==> config.mk <==
export PLATFORM = sky130hd
export DESIGN_NAME = uart_rx_cfg
export DESIGN_NICKNAME = d
export VERILOG_FILES = /design/src/rtl/uart_rx_cfg.sv
export SDC_FILE = /design/constraint.sdc
export NUM_CORES = 1
export LEC_CHECK = 0
export BUFFER_PORTS_ARGS = -buffer_cell sky130_fd_sc_hd__clkbuf_2
export CAP_MARGIN = 20
export CORE_MARGIN = 4
export CORE_UTILIZATION = 49
export CTS_CLUSTER_SIZE = 28
export DETAILED_ROUTE_END_ITERATION = 16
export GPL_TIMING_DRIVEN = 1
export MAX_ROUTING_LAYER = met4
export PLACE_DENSITY = 0.73
export SYNTH_ARGS = -nofsm -noshare
export SYNTH_HDL_FRONTEND = slang
export SYNTH_SLANG_ARGS = --single-unit
==> constraint.sdc <==
create_clock -name clk -period 2.55 [get_ports clk]
set_clock_uncertainty 0.05 [all_clocks]
set_input_delay 0.255 -clock clk [delete_from_list [all_inputs] [get_ports clk]]
set_output_delay 0.255 -clock clk [all_outputs]
set_load 0.02 [all_outputs]
==> src/rtl/uart_rx_cfg.sv <==
`default_nettype none
// ============================================================================
//  Module      : uart_rx_cfg
//  Description : Oversampling UART receiver with majority-vote bit recovery,
//                configurable frame format and a small receive FIFO.
//  Revision    : 1.0 - initial release
// ============================================================================
module uart_rx_cfg #(
    parameter int CLK_HZ     = 100000000,
    parameter int BAUD       = 9600,
    parameter int OVERSAMPLE = 16,
    parameter int DATA_BITS  = 8,
    parameter int PARITY     = 0,
    parameter int STOP_BITS  = 1,
    parameter int FIFO_DEPTH = 4
) (
    input  logic                 clk,
    input  logic                 rst_n,
    input  logic                 rx,
    output logic [DATA_BITS-1:0] rx_data,
    output logic                 rx_valid,
    input  logic                 rx_ready,
    output logic                 frame_err,
    output logic                 parity_err,
    output logic                 overrun,
    input  logic                 clr_err,
    output logic                 busy
);

    localparam int c_DIV = (CLK_HZ + (BAUD * OVERSAMPLE) / 2) / (BAUD * OVERSAMPLE);
    localparam int c_TW  = (c_DIV > 1) ? $clog2(c_DIV) : 1;
    localparam int c_OSW = $clog2(OVERSAMPLE);
    localparam int c_AW  = $clog2(FIFO_DEPTH);
    localparam int c_WW  = DATA_BITS + 2;

    localparam logic [c_TW-1:0]  c_DIV_M1    = c_TW'(c_DIV - 1);
    localparam logic [c_OSW-1:0] c_S0        = c_OSW'(OVERSAMPLE / 2 - 1);
    localparam logic [c_OSW-1:0] c_S1        = c_OSW'(OVERSAMPLE / 2);
    localparam logic [c_OSW-1:0] c_S2        = c_OSW'(OVERSAMPLE / 2 + 1);
    localparam logic [c_OSW-1:0] c_OS_LAST   = c_OSW'(OVERSAMPLE - 1);
    localparam logic [3:0]       c_DATA_LAST = 4'(DATA_BITS - 1);
    localparam logic [3:0]       c_STOP_LAST = 4'(STOP_BITS - 1);

    typedef enum logic [2:0] {
        ST_IDLE   = 3'd0,
        ST_START  = 3'd1,
        ST_DATA   = 3'd2,
        ST_PARITY = 3'd3,
        ST_STOP   = 3'd4
    } state_t;

    state_t                r_state;
    logic [1:0]            r_sync;
    logic [1:0]            r_live;
    logic                  r_rxs_d;
    logic [c_TW-1:0]       r_tick_cnt;
    logic [c_OSW-1:0]      r_os;
    logic                  r_s0;
    logic                  r_s1;
    logic [3:0]            r_bit_cnt;
    logic [DATA_BITS-1:0]  r_shift;
    logic                  r_par;
    logic                  r_fe;
    logic                  r_pe;

    logic                  w_rxs;
    logic                  w_fall;
    logic                  w_tick;
    logic                  w_vote;
    logic                  w_at_vote;
    logic                  w_at_end;
    logic                  w_push;
    logic [c_WW-1:0]       w_push_word;

    assign w_rxs       = r_sync[1];
    assign w_fall      = r_rxs_d & ~w_rxs;
    assign w_tick      = (r_tick_cnt == c_DIV_M1);
    assign w_vote      = (r_s0 & r_s1) | (r_s0 & w_rxs) | (r_s1 & w_rxs);
    assign w_at_vote   = w_tick && (r_os == c_S2);
    assign w_at_end    = w_tick && (r_os == c_OS_LAST);
    assign w_push      = (r_state == ST_STOP) && w_at_vote && (r_bit_cnt == c_STOP_LAST);
    assign w_push_word = {r_shift, r_fe | ~w_vote, r_pe};
    assign busy        = (r_state != ST_IDLE);

    always_ff @(posedge clk or negedge rst_n) begin
        if (!rst_n) begin
            r_state    <= ST_IDLE;
            r_sync     <= 2'b11;
            r_live     <= 2'b00;
            r_rxs_d    <= 1'b0;
            r_tick_cnt <= '0;
            r_os       <= '0;
            r_s0       <= 1'b1;
            r_s1       <= 1'b1;
            r_bit_cnt  <= '0;
            r_shift    <= '0;
            r_par      <= 1'b0;
            r_fe       <= 1'b0;
            r_pe       <= 1'b0;
        end else begin
            r_sync  <= {r_sync[0], rx};
            r_live  <= {r_live[0], 1'b1};
            // The edge detector ignores the synchronizer's reset value so a
            // line that is low when reset lifts cannot fake a start edge.
            r_rxs_d <= r_live[1] ? w_rxs : 1'b0;

            if ((r_state == ST_IDLE && w_fall) || w_tick)
                r_tick_cnt <= '0;
            else
                r_tick_cnt <= r_tick_cnt + 1'b1;

            if (r_state == ST_IDLE) begin
                if (w_fall) begin
                    r_state   <= ST_START;
                    r_os      <= '0;
                    r_bit_cnt <= '0;
                    r_par     <= 1'b0;
                    r_fe      <= 1'b0;
                    r_pe      <= 1'b0;
                end
            end else if (w_tick) begin
                if (r_os == c_S0) r_s0 <= w_rxs;
                if (r_os == c_S1) r_s1 <= w_rxs;
                r_os <= (r_os == c_OS_LAST) ? '0 : r_os + 1'b1;

                case (r_state)
                    ST_START: begin
                        if (w_at_vote && w_vote)
                            r_state <= ST_IDLE;
                        else if (w_at_end)
                            r_state <= ST_DATA;
                    end
                    ST_DATA: begin
                        if (w_at_vote) begin
                            r_shift <= {w_vote, r_shift[DATA_BITS-1:1]};
                            r_par   <= r_par ^ w_vote;
                        end
                        if (w_at_end) begin
                            if (r_bit_cnt == c_DATA_LAST) begin
                                r_bit_cnt <= '0;
                                r_state   <= (PARITY != 0) ? ST_PARITY : ST_STOP;
                            end else begin
                                r_bit_cnt <= r_bit_cnt + 1'b1;
                            end
                        end
                    end
                    ST_PARITY: begin
                        if (w_at_vote)
                            r_pe <= (r_par ^ w_vote) ^ (PARITY == 2);
                        if (w_at_end)
                            r_state <= ST_STOP;
                    end
                    ST_STOP: begin
                        // The final stop bit is pushed at its vote, not its end,
                        // so back-to-back frames are never missed.
                        if (w_at_vote) begin
                            if (!w_vote) r_fe <= 1'b1;
                            if (r_bit_cnt == c_STOP_LAST) r_state <= ST_IDLE;
                        end
                        if (w_at_end)
                            r_bit_cnt <= r_bit_cnt + 1'b1;
                    end
                    default: r_state <= ST_IDLE;
                endcase
            end
        end
    end

    logic [c_WW-1:0] r_mem [FIFO_DEPTH];
    logic [c_AW:0]   r_wr;
    logic [c_AW:0]   r_rd;
    logic            r_ovr;
    logic            w_empty;
    logic            w_full;
    logic            w_pop;
    logic            w_wr_en;
    logic            w_drop;
    logic [c_WW-1:0] w_head;

    assign w_empty = (r_wr == r_rd);
    assign w_full  = (r_wr[c_AW] != r_rd[c_AW]) && (r_wr[c_AW-1:0] == r_rd[c_AW-1:0]);
    assign w_pop   = !w_empty && rx_ready;
    assign w_wr_en = w_push && (!w_full || w_pop);
    assign w_drop  = w_push && w_full && !w_pop;
    assign w_head  = r_mem[r_rd[c_AW-1:0]];

    always_ff @(posedge clk or negedge rst_n) begin
        if (!rst_n) begin
            r_wr  <= '0;
            r_rd  <= '0;
            r_ovr <= 1'b0;
        end else begin
            if (w_wr_en) r_wr <= r_wr + 1'b1;
            if (w_pop)   r_rd <= r_rd + 1'b1;
            if (w_drop)
                r_ovr <= 1'b1;
            else if (clr_err)
                r_ovr <= 1'b0;
        end
    end

    always_ff @(posedge clk) begin
        if (w_wr_en) r_mem[r_wr[c_AW-1:0]] <= w_push_word;
    end

    assign rx_valid   = !w_empty;
    assign rx_data    = rx_valid ? w_head[c_WW-1:2] : '0;
    assign frame_err  = rx_valid & w_head[1];
    assign parity_err = rx_valid & w_head[0];
    assign overrun    = r_ovr;

endmodule
`default_nettype wire

==> impl.org, run 1 <==
** Clocking
- Worst-Skew Late Latency :: roughly 0.35 ns
- CTS Buf Count :: 9
- Post-CTS timing repair inserted 0 buffers for setup.
- TritonCTS built the clock tree.
- No sink is reached through more buffers than the 2 on the longest clock path.
- Clock-pin slew on the worst setup and hold paths :: approximately 0.090 ns
- The H-tree generated during clock tree synthesis spans 3 levels.
- In this run the clock root is driven by a clkbuf_8.
- Clock sink total :: 86

** Cells and area
- The area growth from synthesis to layout is 13.0%.
- In the layout the commonest cells are dfrtp_1 (42), edfxtp_1 (40), nor2_1 (20), nand2_1 (20), clkbuf_2 (17).
- Cells fill between 50% and 60% of the core in the end.
- The repair_antennas step left the layout with diodes totalling 0.
- In the final layout, the share of cells above drive strength 1 is between 20% and 30%.
- Final #Nets :: 340
- The library cell used most frequently in the layout, excluding fill and tap cells, is dfrtp_1.

** Logic synthesis
- The netlist uses 49 different library cells.
- Net Count, Synth :: about 310
- During synthesis, Yosys emitted a total of 0 warnings.
- Commonest register cell after synthesis :: dfrtp_1
- Share of synthesized registers carrying an async set or reset :: 53.5%
- After synthesis, the mean cell area works out to 13.3 um2.
- Counting flops and latches in the post-synthesis netlist gives 86.
- Number of enable-type register cells in the synthesized netlist :: 40
- Of the synthesized area, sequential elements account for 60.7%.
- Synthesized instance count :: 292
- In this run the cell area of the synthesized design comes to about 3900 um2.

** Timing
- Final hold analysis gives a worst-case slack of between 0.03 and 0.04 ns.
- Highest Clock Rate :: 439 MHz
- The final hold violation count came to 0.
- Setup violations remaining at the end of the flow were counted as 0.
- Setup tns final :: 0 ns
- The worst path needs 2.28 ns of the cycle, external delays included.
- Final slew viol count :: 0
- RSZ-0062 raised after global routing :: false
- Ratio of final minimum period to clock period :: about nine tenths

** Hold path
- Class of the most critical hold timing path :: in2reg

** Routing
- For this run, design rule violations remaining after detail routing come to 0.
- The first TritonRoute pass finished after 4 iterations.
- Summed over all nets, wire length on met2 after detailed routing comes to approximately 3100 um.
- Total vias in the final route :: 2,288
- The highest metal layer carrying signal wires in the routed design is met4.
- Aggregate routed wire length :: 6310 um
- DRT met1 WL :: between 2000 and 3000 um
- Dividing the detail-routed via count by the number of cells gives roughly 5.3.
- For this block, the initial DRC count from the detailed router was between 90 and 100.
- WL per Instance :: between 10 and 15 um
- Once detail routing completed, the nets flagged for antenna violations numbered 0.
- The routed design uses around 200 um of met3 wire.

** Global route
- Global routing finished with a remaining overflow of 0.
- Via count of the first global-routing pass :: 2,270
- Total global-route track usage :: approximately 15%
- Largest net degree at the start of global routing :: 31
- The first global-routing pass estimated 11,200 um of wire.
- Number of antenna violations at the first check in global routing :: 0

** Power and ir drop
- Total power for the finished layout comes to 3.20 mW.
- Fraction of power consumed by sequential logic :: around 50%
- Switching part of the total power :: around a quarter
- For this design the ratio of total power to cell area is 729 nW/um2.
- The analysis attributes to cell leakage a power of 1.84 nW.
- Int Power :: between 2 and 2.5 mW
- Of the total power, the clock network draws ~35%.
- Combinational cells account for 15.6% of the total power.
- Sw Pwr :: about 850 uW
- Peak supply drop :: 369 uV

** Flow run
- Across the run, the number of max-cap violations was 0.

** Setup path
- The worst setup path is captured at a register.
- Depth of the worst register-to-register path :: 7
- Data arrival, critical path :: around 2.5 ns
- Worst Path Max Fanout :: 9
- The worst register-to-register path ends at r_shift[0].
- Category of the critical setup timing path :: reg2reg
- The critical path starts at r_tick_cnt[0].
- Reg2reg setup slack :: roughly 0.27 ns
- Startpoint class of the critical path :: register
- Critical Path End :: r_shift[0]
- Worst flop-to-flop path startpoint :: r_tick_cnt[0]
- Crit path required time :: around 2.7 ns

** Place
- Summed over all nets, the half-perimeter wirelength after detailed placement is roughly 4500 um.
- During placement, the flow inserted port buffers numbering 17.
- At the end of routability-driven placement, the weighted congestion stood at between 0.9 and 1.

** Floorplan
- The die covers ~9400 um2.
- Overall die width :: ~97 um
- The die is 97.0 um tall.
- Core box area :: just under 8000 um2
- Number of I/O pins :: 18
- Num rows :: 32
- Once the floorplan was initialized, standard cells occupied about half of the core.

** Run status
- Result of the run :: finished, final reports clean
-- cells by family after synthesis --
group / synth area share [%]
AOI/OAI and AO/OA: 5.22
xor gates and xnor gates: 4.03
adders and majority gates: 4.12
buffers and inverters: 2.26
DFF: 60.7
muxes: 9.54
other: 0.0966
and+or+nand+nor: 14.0
-- repair_timing --
item / in CTS / in global routing
gates resized for setup: 0 / 1
hold buffers: 2 / 0
hold endpoints to repair: 13 / 0
endpoints found under the setup margin: 0 / 6
-- stage by stage --
step | setup WS (ns) | std cells | instance area (um2)
after floorplan | 0.199 | 292 | 3880
after detailed placement | 0.147 | 412 | 4130
final | 0.272 | 430 | 4390
after global placement | 0.202 | 412 | 4130
after global routing | 0.128 | 430 | 4390
after CTS | 0.129 | 430 | 4390
-- worst max-delay path, cell delays in order, from the launching register on --
cell,delay [ns]
dfrtp_1,0.42
inv_1,0.07
ha_1,0.14
nand3b_1,0.10
or3_1,0.45
buf_4,0.20
nor2_2,0.34
mux2_2,0.39
-- cells in the mapped netlist, types with 3 or more instances --
cell type | instances | area (um2)
xnor2_1 | 10 | 87.6
nand2_1 | 20 | 75.1
mux4_2 | 10 | 225
and2_1 | 16 | 100
dfrtp_1 | 42 | 1050
nand3_1 | 11 | 55.1
o21ai_0 | 12 | 60.1
a21oi_1 | 5 | 25.0
dfstp_2 | 4 | 105
edfxtp_1 | 40 | 1200
xor2_1 | 6 | 52.6
inv_1 | 10 | 37.5
ha_1 | 12 | 150
nor2_1 | 20 | 75.1
o31ai_1 | 3 | 22.5
buf_2 | 4 | 20.0
clkbuf_1 | 5 | 18.8
and3_1 | 5 | 31.3
mux2_2 | 12 | 135
nor3_1 | 6 | 30.0
nand3b_1 | 4 | 30.0
-- how the worst min path moves through the flow --
stage	start	to	slack, ns	depth (start not counted)
after CTS	clr_err	overrun	0.02	2
final	clr_err	overrun	0.03	2
after detailed placement	rst_n	r_live[0]	0.16	1
after global placement	rst_n	r_live[0]	0.15	1
after floorplan	rst_n	overrun	-0.09	0
after global routing	clr_err	overrun	0.06	2
-- flip-flops by register name, summed over array words and instances (netlist names), 2 cells and up --
register and cells:
r_live 2, r_os 4, r_state 3, r_wr 3, r_bit_cnt 4, r_shift 8
r_sync 2, r_tick_cnt 10, r_rd 3, r_mem 40
-- power by group through the flow --
stage / Clock, mW / Combinational, mW / Sequential [mW]
2_1_floorplan: 0 / 0.374 / 1.61
4_1_cts: 1.13 / 0.514 / 1.59
3_5_place_dp: 0 / 0.507 / 1.62
6_report: 1.11 / 0.497 / 1.59
3_3_place_gp: 0 / 0.495 / 1.62
5_1_grt: 1.21 / 0.568 / 1.61
-- final cells by class --
class                   count  area, um2
clock buffers              10        138
clock inverters             6        100
repair buffers             30        188
inverters                  10       37.5
flip-flops and latches     86       2360
fillers                   627       3340
well taps                 102        128
multi-input cells         186       1440
-- layer usage --
metal,track usage (%),up-vias
li1,-,1107
met1,20.6,1131
met2,23.2,40
met3,2.81,10
met4,5.72,0
met5,-,-
Note: power is estimated with default switching activity, not from simulation.
==> run 2, diff against run 1 <==
--- a/config.mk
+++ b/config.mk
@@ -14,6 +14,7 @@
 export GPL_TIMING_DRIVEN = 1
 export MAX_ROUTING_LAYER = met4
 export PLACE_DENSITY = 0.73
+export RECOVER_POWER = 50
 export SYNTH_ARGS = -nofsm -noshare
 export SYNTH_HDL_FRONTEND = slang
 export SYNTH_SLANG_ARGS = --single-unit
==> run 2 against run 1 <==
  * First-iteration DRC count is 9.1% higher
  * Via count rose by 0.70%
  * Largest power group unchanged
  * Critical path type unchanged
  * Highest routed layer unchanged
  * Die area did not move
==> impl.org, run 2 (synthesized netlist as in run 1, its figures left out) <==
** Run status
- The run finished with clean final reports.

** Floorplan
- Num rows :: 32 (unchanged)
- The total die area came to 9410 um2 (unchanged).
- The initial core utilization was 50.2% (unchanged).
- Core box area :: 7730 um2 (unchanged)
- The y dimension of the die came to 97.0 um (unchanged).
- The count of pins on the block boundary is 18 (unchanged).
- The horizontal die dimension came to 97.0 um (unchanged).

** Global route
- The global routing met2 resource utilization was 23.2% (unchanged).
- The largest net degree at the start of global routing was 31 (unchanged).
- The via count of the first global-routing pass came to 2,270 (unchanged).
- The met3 routing resource usage after global routing was 2.81% (unchanged).
- The global route total overflow came to 0 (unchanged).
- The overall global routing resource usage is 15.3% (unchanged).
- Gr busiest metal :: met2
- Met1 global-route usage :: 20.6% (unchanged)
- Number of antenna violations at the first check in global routing :: 0 (unchanged)
- First-pass GRT wire length :: 11,200 um (unchanged)

** Place
- Placed cell count :: 412 (unchanged)
- Count of input and output buffers :: 17 (unchanged)
- The weighted congestion at the end of routability-driven global placement was 0.918 (unchanged).
- The estimated wirelength of the detail-placed design came to 4530 um (unchanged).
- Placed inst area :: 4130 um2 (unchanged)
- The setup slack at placement is 0.147 ns (unchanged).

** Power and ir drop
- The overall power came to 3.20 mW (about the same).
- Peak supply drop :: 370 uV (+0.18%)
- Leak Pwr :: 1.83 nW (-0.42%)
- The total power density per cell area is 729 nW/um2 (about the same).

** Timing
- In this run the tightest slew margin relative to its limit is between 40% and 50%.
- The final hold violation count was 0 (unchanged).
- Setup repair after global routing left no endpoint under its margin.
- Highest Clock Rate :: 439 MHz (about the same)
- Post-layout minimum cycle time :: 2.28 ns (-0.000576 ns)
- The final critical-path share of the clock period was 89.3% (about the same).
- The post-route worst setup slack is 0.273 ns (+0.000576 ns).
- Setup tns final :: 0 ns (unchanged)
- Transition at the pin with the smallest max-transition slack :: about 0.85 ns
- The worst hold margin came to 0.0336 ns (-0.00110 ns).
- The final max-slew violation count is 0 (unchanged).
- Final-report setup violation count :: 0 (unchanged)

** Routing
- Length of the first detailed-routing pass in iterations :: 4 (unchanged)
- The via-per-instance ratio is 5.36 (+0.70%).
- Number of nets still failing antenna checks after routing :: 0 (unchanged)
- The number of DRC violations after detailed routing was 0 (unchanged).
- Aggregate routed wire length :: 6330 um (+0.27%)
- The count of routing violations after the opening detailed-route iteration is 108 (+9.1%).
- The routed wirelength normalized by instance count is 14.7 um (+0.27%).
- The total via count after detailed routing was 2,304 (+0.70%).

** Cells and area
- The post-route non-filler standard cell count is 430 (unchanged).
- Leaving out fill and tap cells, the most frequent cell in the layout is dfrtp_1.
- Total of fill cells in the finished design :: 628 (+0.16%)
- The antenna diode count came to 0 (unchanged).
- The count of nets after finishing was 340 (unchanged).
- The post-route standard cell area excluding fillers is 4380 um2 (-0.11%).
- Growth of design area from synthesis to finish :: 12.9%
- Core utilization of the finished layout :: 56.7% (-0.065 points)
- Share of post-route cells with drive strength above 1 :: 22.3% (-0.91 points)
- The flip-flop count of the largest register after layout came to 40 (unchanged).
- Commonest cells after routing, fill and taps aside :: dfrtp_1 (42), edfxtp_1 (40), nor2_1 (20), nand2_1 (20), clkbuf_2 (16)

** Setup path
- The worst endpoint data arrival time is 2.47 ns (about the same).
- Worst setup EP type :: register
- Crit path required time :: 2.74 ns (about the same)
- The critical path is of the reg2reg type.
- Cell breakdown of the critical path :: inv_1 -> ha_1 -> nand3b_1 -> or3_1 -> buf_4 -> nor2_2 -> mux2_2
- Worst Path Max Fanout :: 9 (unchanged)
- Startpoint class of the critical path :: register
- For this design, the slowest cell found on the critical path is or3_1.
- Slowest Stage Delay on Critical Path :: 0.45 ns (about the same)

** Clocking
- The worst-skew pair later-pin latency was 0.35 ns (about the same).
- Clock-pin slew on the worst setup and hold paths :: 0.09 ns (about the same)
- The number of sinks driven by the clock tree is 86 (unchanged).
- The root buffer cell chosen for the clock tree is clkbuf_8.
- CTS Buf Count :: 9 (unchanged)
- TritonCTS clock tree :: done
- Maximum buffer depth of the clock tree :: 2 (unchanged)
- Maximum level of the CTS H-tree :: 3 (unchanged)
- The setup fix buffers added after clock tree synthesis came to 0 (unchanged).

** Flow run
- Max-capacitance violation count :: 0 (unchanged)

** Hold path
- The min-delay analysis places its worst path in the category in2reg.
-- run 2: cell types whose count changed in the layout (fill, tap and decap cells not counted), sizes merged --
cell,before,now
buf,11,10
clkbuf,27,28
-- run 2: worst max-delay path, delay by kind of cell (launching register included) --
family	cells	cell delay, ns
adder cells (fa/ha/maj)	1	0.14
buffers and inverters	2	0.27
flip-flops	1	0.42
multiplexers	1	0.39
AND/OR/NAND/NOR	3	0.89
-- run 2: area by class of cell --
type                       count  area, um2  area share, %
clock buffer                  10        138           3.14
clock inverter                 6        100           2.28
timing repair buffer          30        183           4.17
multi-input combinational    186       1440           32.8
sequential                    86       2360           53.8
inverter                      10       37.5          0.857
tap                          102        128           2.91
-- run 2: power by group --
group,total [mW],internal (mW),switching (mW)
clock network,1.10,0.599,0.505
logic,0.496,0.222,0.274
registers,1.59,1.52,0.0752
total,3.20,2.34,0.855
-- run 2: timing repair --
action | CTS | global route
hold buffers | 2 | 0
resized for setup | 0 | 1
hold endpoints to repair | 13 | 0
setup endpoints to repair | 0 | 6
-- run 2: metal layers --
metal / vias up / wire length, um / share of wire [%]
li1: 1110 / - / -
met3: 12 / 223 / 3.5
met2: 47 / 3090 / 49
met5: - / 0 / 0
met4: 0 / 97 / 1.5
met1: 1135 / 2920 / 46
-- run 2: final timing paths --
| check | to | cells after the start | startpoint | slack, ns |
|---|---|---|---|---|
| setup / recovery | r_shift[0] | 7 | r_tick_cnt[0] | 0.27 |
| hold / removal | overrun | 2 | clr_err | 0.03 |
| setup reg to reg | r_shift[0] | 7 | r_tick_cnt[0] | 0.27 |
| hold reg to reg | r_live[1] | 0 | r_live[0] | 0.31 |
| max in group asynchronous | r_tick_cnt[2] | 3 | rst_n | 0.76 |
| min in group asynchronous | r_live[0] | 2 | rst_n | 0.47 |
